--- src/rtl/mips_prog_loader.sv ---
// Host-side loader for the pipe_MIPS32 core: streams a program into shared
// memory, releases the core, waits for HLT, then streams a result window out.
module mips_prog_loader #(
  parameter int ADDR_W      = 10,
  parameter int DATA_W      = 32,
  parameter int DUMP_BASE   = 120,
  parameter int DUMP_LEN    = 2,
  parameter int RUN_TIMEOUT = 1024
) (
  input  logic              clk1,
  input  logic              rst_n,
  input  logic              start,
  input  logic              in_valid,
  output logic              in_ready,
  input  logic [ADDR_W-1:0] in_addr,
  input  logic [DATA_W-1:0] in_data,
  input  logic              in_last,
  output logic              mem_we,
  output logic              mem_re,
  output logic [ADDR_W-1:0] mem_addr,
  output logic [DATA_W-1:0] mem_wdata,
  input  logic [DATA_W-1:0] mem_rdata,
  output logic              cpu_run,
  input  logic              cpu_halted,
  output logic              out_valid,
  input  logic              out_ready,
  output logic [ADDR_W-1:0] out_addr,
  output logic [DATA_W-1:0] out_data,
  output logic              out_last,
  output logic              busy,
  output logic              timeout_err
);

  // Both streams: a word moves on a cycle where valid and ready are both high;
  // the sender holds its word stable until that cycle.

  typedef enum logic [2:0] {IDLE, LOAD, RUN, RD_REQ, RD_WAIT, SEND} state_t;

  localparam int                CNT_W    = $clog2(RUN_TIMEOUT + 1);
  localparam logic [ADDR_W-1:0] BASE     = ADDR_W'(DUMP_BASE);
  localparam logic [ADDR_W-1:0] LAST_IDX = ADDR_W'(DUMP_LEN - 1);

  state_t            state, state_nx;
  logic [CNT_W-1:0]  run_cnt;
  logic [ADDR_W-1:0] idx;
  logic [ADDR_W-1:0] rd_addr;
  logic              halt_ok;
  logic              run_expire;

  // Window address wraps naturally at the top of memory.
  assign rd_addr = BASE + idx;

  // A halt seen in the first two RUN cycles may be left over from the last run.
  assign halt_ok    = (state == RUN) && cpu_halted && (run_cnt >= CNT_W'(2));
  assign run_expire = (state == RUN) && !halt_ok && (run_cnt == CNT_W'(RUN_TIMEOUT - 1));

  always_comb begin
    state_nx  = state;
    in_ready  = 1'b0;
    mem_we    = 1'b0;
    mem_re    = 1'b0;
    mem_addr  = '0;
    mem_wdata = '0;
    out_valid = 1'b0;
    busy      = (state != IDLE);
    case (state)
      IDLE: if (start) state_nx = LOAD;
      LOAD: begin
        in_ready = 1'b1;
        if (in_valid) begin
          mem_we    = 1'b1;
          mem_addr  = in_addr;
          mem_wdata = in_data;
          if (in_last) state_nx = RUN;
        end
      end
      RUN: begin
        if (halt_ok)         state_nx = RD_REQ;
        else if (run_expire) state_nx = IDLE;
      end
      RD_REQ: begin
        mem_re   = 1'b1;
        mem_addr = rd_addr;
        state_nx = RD_WAIT;
      end
      RD_WAIT: state_nx = SEND;
      SEND: begin
        out_valid = 1'b1;
        if (out_ready) state_nx = out_last ? IDLE : RD_REQ;
      end
      default: state_nx = IDLE;
    endcase
  end

  always_ff @(posedge clk1 or negedge rst_n) begin
    if (!rst_n) begin
      state       <= IDLE;
      cpu_run     <= 1'b0;
      run_cnt     <= '0;
      idx         <= '0;
      timeout_err <= 1'b0;
      out_addr    <= '0;
      out_data    <= '0;
      out_last    <= 1'b0;
    end else begin
      state   <= state_nx;
      cpu_run <= (state_nx == RUN);
      run_cnt <= (state == RUN) ? run_cnt + CNT_W'(1) : '0;
      if (state == IDLE && start) timeout_err <= 1'b0;
      else if (run_expire)        timeout_err <= 1'b1;
      if (state == IDLE) idx <= '0;
      else if (state == SEND && out_ready && !out_last) idx <= idx + ADDR_W'(1);
      if (state == RD_WAIT) begin
        out_data <= mem_rdata;
        out_addr <= rd_addr;
        out_last <= (idx == LAST_IDX);
      end
    end
  end

endmodule

--- config.mk ---
export PLATFORM = sky130hd
export DESIGN_NAME = mips_prog_loader
export DESIGN_NICKNAME = d
export VERILOG_FILES = /design/src/rtl/mips_prog_loader.sv
export SDC_FILE = /design/constraint.sdc
export NUM_CORES = 1
export LEC_CHECK = 0
export CAP_MARGIN = 20
export CORE_MARGIN = 5
export CORE_UTILIZATION = 43
export CTS_CLUSTER_DIAMETER = 150
export DETAILED_ROUTE_END_ITERATION = 10
export PLACE_DENSITY = 0.87
export SYNTH_ARGS = -nofsm -noshare
export SYNTH_HDL_FRONTEND = slang
export SYNTH_SLANG_ARGS = --single-unit
--- constraint.sdc ---
create_clock -name clk1 -period 2.7 [get_ports clk1]
set_input_delay 0.54 -clock clk1 [delete_from_list [all_inputs] [get_ports clk1]]
set_output_delay 0.54 -clock clk1 [all_outputs]
set_load 0.1 [all_outputs]
After elaboration in Yosys (flattened, before gate mapping):

Cells that the tools add are included.
W data, S select, Z words.

* latch bits: 0
* memories kept: 0
* ROM bits: 0
* register bits after elaboration: 69
* bits of input ports: 81
* bits in writable memories: 0

* shifts and indexed selects: 0
* $mul: 0
* multiplexer cells: 22
* order comparisons: 1
* add/sub/neg operators: 3
* equality and inequality tests: 8
* reduce and logical (&&, ||, !) cells: 13
* bitwise operators: 0
* divide/modulo/power cells: 0

Operators with widths (count)
* $mux W32: 2
* $mux W10: 3
* $pmux W10 S2: 1
* $mux W3: 6
* $pmux W3 S6: 1
* $add A11 B1 Y11 const B: 1
* $eq A11 B10 Y1 const B: 1
* $ge A11 B2 Y1 const B: 1
* $mux W11: 1
* $add A10 B1 Y10 const B: 1
* $add A7 B10 Y10 const A: 1
* $eq A10 B1 Y1 const B: 1
* $eq A3 B2 Y1 const B: 3
* $logic_and A1 B1 Y1: 7
* $mux W1: 7
* $eq A3 B3 Y1 const B: 2
* $reduce_bool A2 Y1: 2
* $eq A3 B1 Y1 const B: 1
* $logic_not A3 Y1: 1
* $reduce_bool A3 Y1: 1
* $logic_not A1 Y1: 2
* $mux W2: 1

Longest topological paths before layout:

* depth in word-level cells: 10
* gate-level depth with buffers: 7

Least setup slack after synthesis:

Ideal clock, no wire load.

* kind: reg-to-output
* start: reg idx[4]
* end: out mem_addr[9]
* arrival: 3300 ps
* cell stages (with the launch flop): 7
* buffers on the path: 0
* setup slack: -1140 ps
* cell sequence: dfrtp_1 -> inv_1 -> ha_1 -> nor3b_1 -> nor2_1 -> xnor2_1 -> o21ai_0

* word-level cells in the longest chain between the ends: 2

Ends and longest elaborated chain
* from (decl): line 45 `logic [ADDR_W-1:0] idx;`
* from (signal assigned): line 112 `else if (state == SEND && out_ready && !out_last) idx <= idx + ADDR_W'(1);`
* $add A7 B10 Y10: line 51 `assign rd_addr = BASE + idx;`
* $pmux W10 S2: line 66 `case (state)`
* to (decl): line 20 `output logic [ADDR_W-1:0] mem_addr,`

Every way passes these cells.

Final worst setup path:

Same ends and word-level chain as after synthesis.

==> implementation parameters <==
Parameter                              Value

Critical path
  FF-to-FF setup slack ... 0.65 ns
  Critical Path, Cell by Cell ... inv_2, ha_1, nor3b_2, nor2_1, xnor2_1, o21ai_1, buf_12
  Required time at the worst-slack endpoint ... 2.16 ns
  Kind of critical path ... flop to output pin
  CP max FO ... 6
  Crit. End Element ... output pin
  CP peak stage delay ... 0.46 ns
  Critical path data arrival time ... 2.02 ns
  Reg-to-Reg End ... out_data[28]$_DFFE_PN0N_
  Origin of the critical flop-to-flop path ... state[2]$_DFF_PN0_
  Crit. Startpoint ... idx[4]$_DFFE_PN0P_
  Startpoint Class ... flop
  Cell with the largest stage delay on the worst path ... dfrtp_1
  Reg2Reg Depth ... 4

Synth
  Main area contributors after synthesis ... dfrtp_1 51%, mux2_2 11%, and2_1 6.2%
  Synthesized flop and latch total ... 69
  Average size of a mapped cell ... 10.8 sq um
  Distinct cells, synth ... 43
  Top-area cell type share of the netlist area ... 0.507
  Sequential cell area fraction in the yosys report ... 0.507
  Net Count, Synth ... 404
  Post-synth top flop ... dfrtp_1
  Cell taking the most area after synthesis ... dfrtp_1
  Post-synth EDFFs ... 0
  Number of synthesis warnings ... 0
  Instance count of the mapped netlist ... 317
  Netlist Area Pre-Place ... 3410 sq um
  Share of synthesized flip-flops with an asynchronous set or reset ... 1.00

Drt
  Starting DRT DRC Count ... 150
  Post-detailed-route count of antenna-violating nets ... 0
  Routed wire length ... 10.1 mm
  DR vias ... 3028
  Number of search-and-repair iterations in the first detailed-routing pass ... 4
  DRC violation count after routing ... 0
  Mean routed wirelength per cell ... 17.0 um
  Ratio of routed vias to standard cells ... 5.10

Die
  Initial Utilization ... 0.441
  Site row count ... 32
  Die boundary height ... 99.0 um
  I/O pin total ... 173
  Overall die area ... 9810 sq um
  Width of the die ... 99.0 um
  Core region area ... 7730 sq um

STA
  Count of endpoints failing setup in the final report ... 0
  Min Clock Period, post-route ... 2.56 ns
  Slew at the pin with the worst max-slew slack ... 0.750 ns
  Highest achievable clock rate ... 0.391 GHz
  Final TNS setup ... 0 ns
  RSZ-0062 raised after global routing ... false
  Fin Clk Skew ... 0.00697 ns
  Number of hold violations in the final report ... 0
  Final worst path period share ... 0.947
  Tightest slew margin relative to the limit ... 0.500
  Pins over their slew limit ... 0

Hold path
  Worst min path class ... input pin to asynchronous set/reset pin

Place
  PortBufs ... 172
  Detailed-placement wirelength estimate ... 8.15 mm
  Global placement routability congestion ... 0.847
  # placed instances ... 578

Clock network
  Root buffer cell ... clkbuf_8
  Clock Sink Count ... 69
  Number of buffers created by CTS ... 9
  Clock transition at path regs ... 0.07 ns
  Clock tree from TritonCTS ... built
  # H-tree levels ... 3
  CTS Hold Bufs ... 0
  Later-pin clock latency in the skew report ... 0.33 ns
  Bufs on Longest Clock Path ... 2

Finish
  NumNets Final ... 574
  Leading cell types in the layout, fill and taps excluded ... 79 x clkdlybuf4s50_1, 69 x dfrtp_1, 54 x buf_4, 46 x buf_12, 34 x mux2_2
  Non-filler instance count after layout ... 594
  Diodes inserted ... 0
  Ratio of cells with drive above 1 in the final layout ... 0.346
  Synth-to-layout area growth ... 70.7%
  Commonest non-fill, non-tap cell in the layout ... clkdlybuf4s50_1
  Number of inserted filler cells in the final layout ... 502
  Post-layout utilization of the core ... 0.753

Global route
  Wire length of the first global-routing pass ... 16.1 mm
  Vias in the first global route ... 3221
  Global-route congestion overflow total ... 0
  Maximum number of pins on one net before global-route repair ... 45
  Overall fraction of global-route tracks in use ... 0.205
  Number of antenna violations at the first check in global routing ... 0

Job
  Number of max-cap violations ... 0

Status
  Status ... completed
==> kinds of logic after synthesis <==
logic type	share of synthesized area
AO/OA/AOI/OAI	0.0679
AND/OR/NAND/NOR	0.204
multiplexers	0.112
XOR/XNOR	0.0463
buffers and inverters	0.0407
flip-flops	0.507
adder cells (fa/ha/maj)	0.0220
==> metal layers <==
metal / vias to the layer above / GRT usage / share of wire
met4: 0 / 0.0725 / 0.016
met3: 17 / 0.0927 / 0.11
met1: 1420 / 0.232 / 0.39
li1: 1432 / - / -
met5: - / 0 / 0
met2: 159 / 0.343 / 0.49
==> state kept, by name, summed over array words and instances (netlist names) <==
| register | cells |
|---|---|
| cpu_run | 1 |
| out_addr | 10 |
| out_last | 1 |
| out_data | 32 |
| timeout_err | 1 |
| run_cnt | 11 |
| state | 3 |
| idx | 10 |
==> timing repair <==
item | in CTS | in global routing
cloned | 0 | 0
gates resized for setup | 1 | 1
setup buffers | 0 | 0
endpoints found under the setup margin | 1 | 1
==> stage by stage <==
step                      hold WS (ns)  area, sq um  setup WS [ns]
after floorplan                  0.244         3440         -0.465
after global placement           0.466         5590          0.237
after detailed placement         0.476         5590          0.203
after CTS                        0.119         5820         0.0684
after global routing             0.133         5820         0.0196
final                            0.118         5820          0.142
==> critical path: cells and delay by family (launching register included) <==
kind | cells | cell delay (ns)
simple gates | 2 | 0.32
buf+inv | 2 | 0.34
fa+ha+maj | 1 | 0.19
flops | 1 | 0.46
xor+xnor | 1 | 0.15
compound gates | 1 | 0.24
==> worst max-delay path by stage <==
| stage | endpoint |
|---|---|
| after floorplan | mem_addr[9] |
| after global placement | mem_addr[9] |
| after detailed placement | mem_addr[9] |
| after CTS | mem_addr[9] |
| after global routing | mem_addr[9] |
| final | mem_addr[9] |
==> Yosys cell counts (all sizes together) (2+ instances only) <==
master,n
and3,2
nand2b,2
a211oi,2
xnor2,9
mux2,34
inv,8
nor4,5
nand3,8
clkbuf,12
buf,9
xor2,9
o31ai,3
ha,6
nand4,5
a21oi,5
nand4b,2
or3,2
nand2,28
or4,3
o21ai,20
nor2,19
dfrtp,69
a22o,2
and2,34
nor3,7
==> final cells by class <==
cell class              count  area, sq um  area share
clock inverters             3         67.6      0.0116
multi-input cells         219         1590       0.272
well taps                 102          128      0.0219
flip-flops and latches     69         1730       0.297
inverters                   8         30.0     0.00516
repair buffers            180         2120       0.365
clock buffers              13          159      0.0273
Power is left out: the tool's default activity adds up to more than one toggle a clock period on the data nets, which glitch-free logic cannot reach.
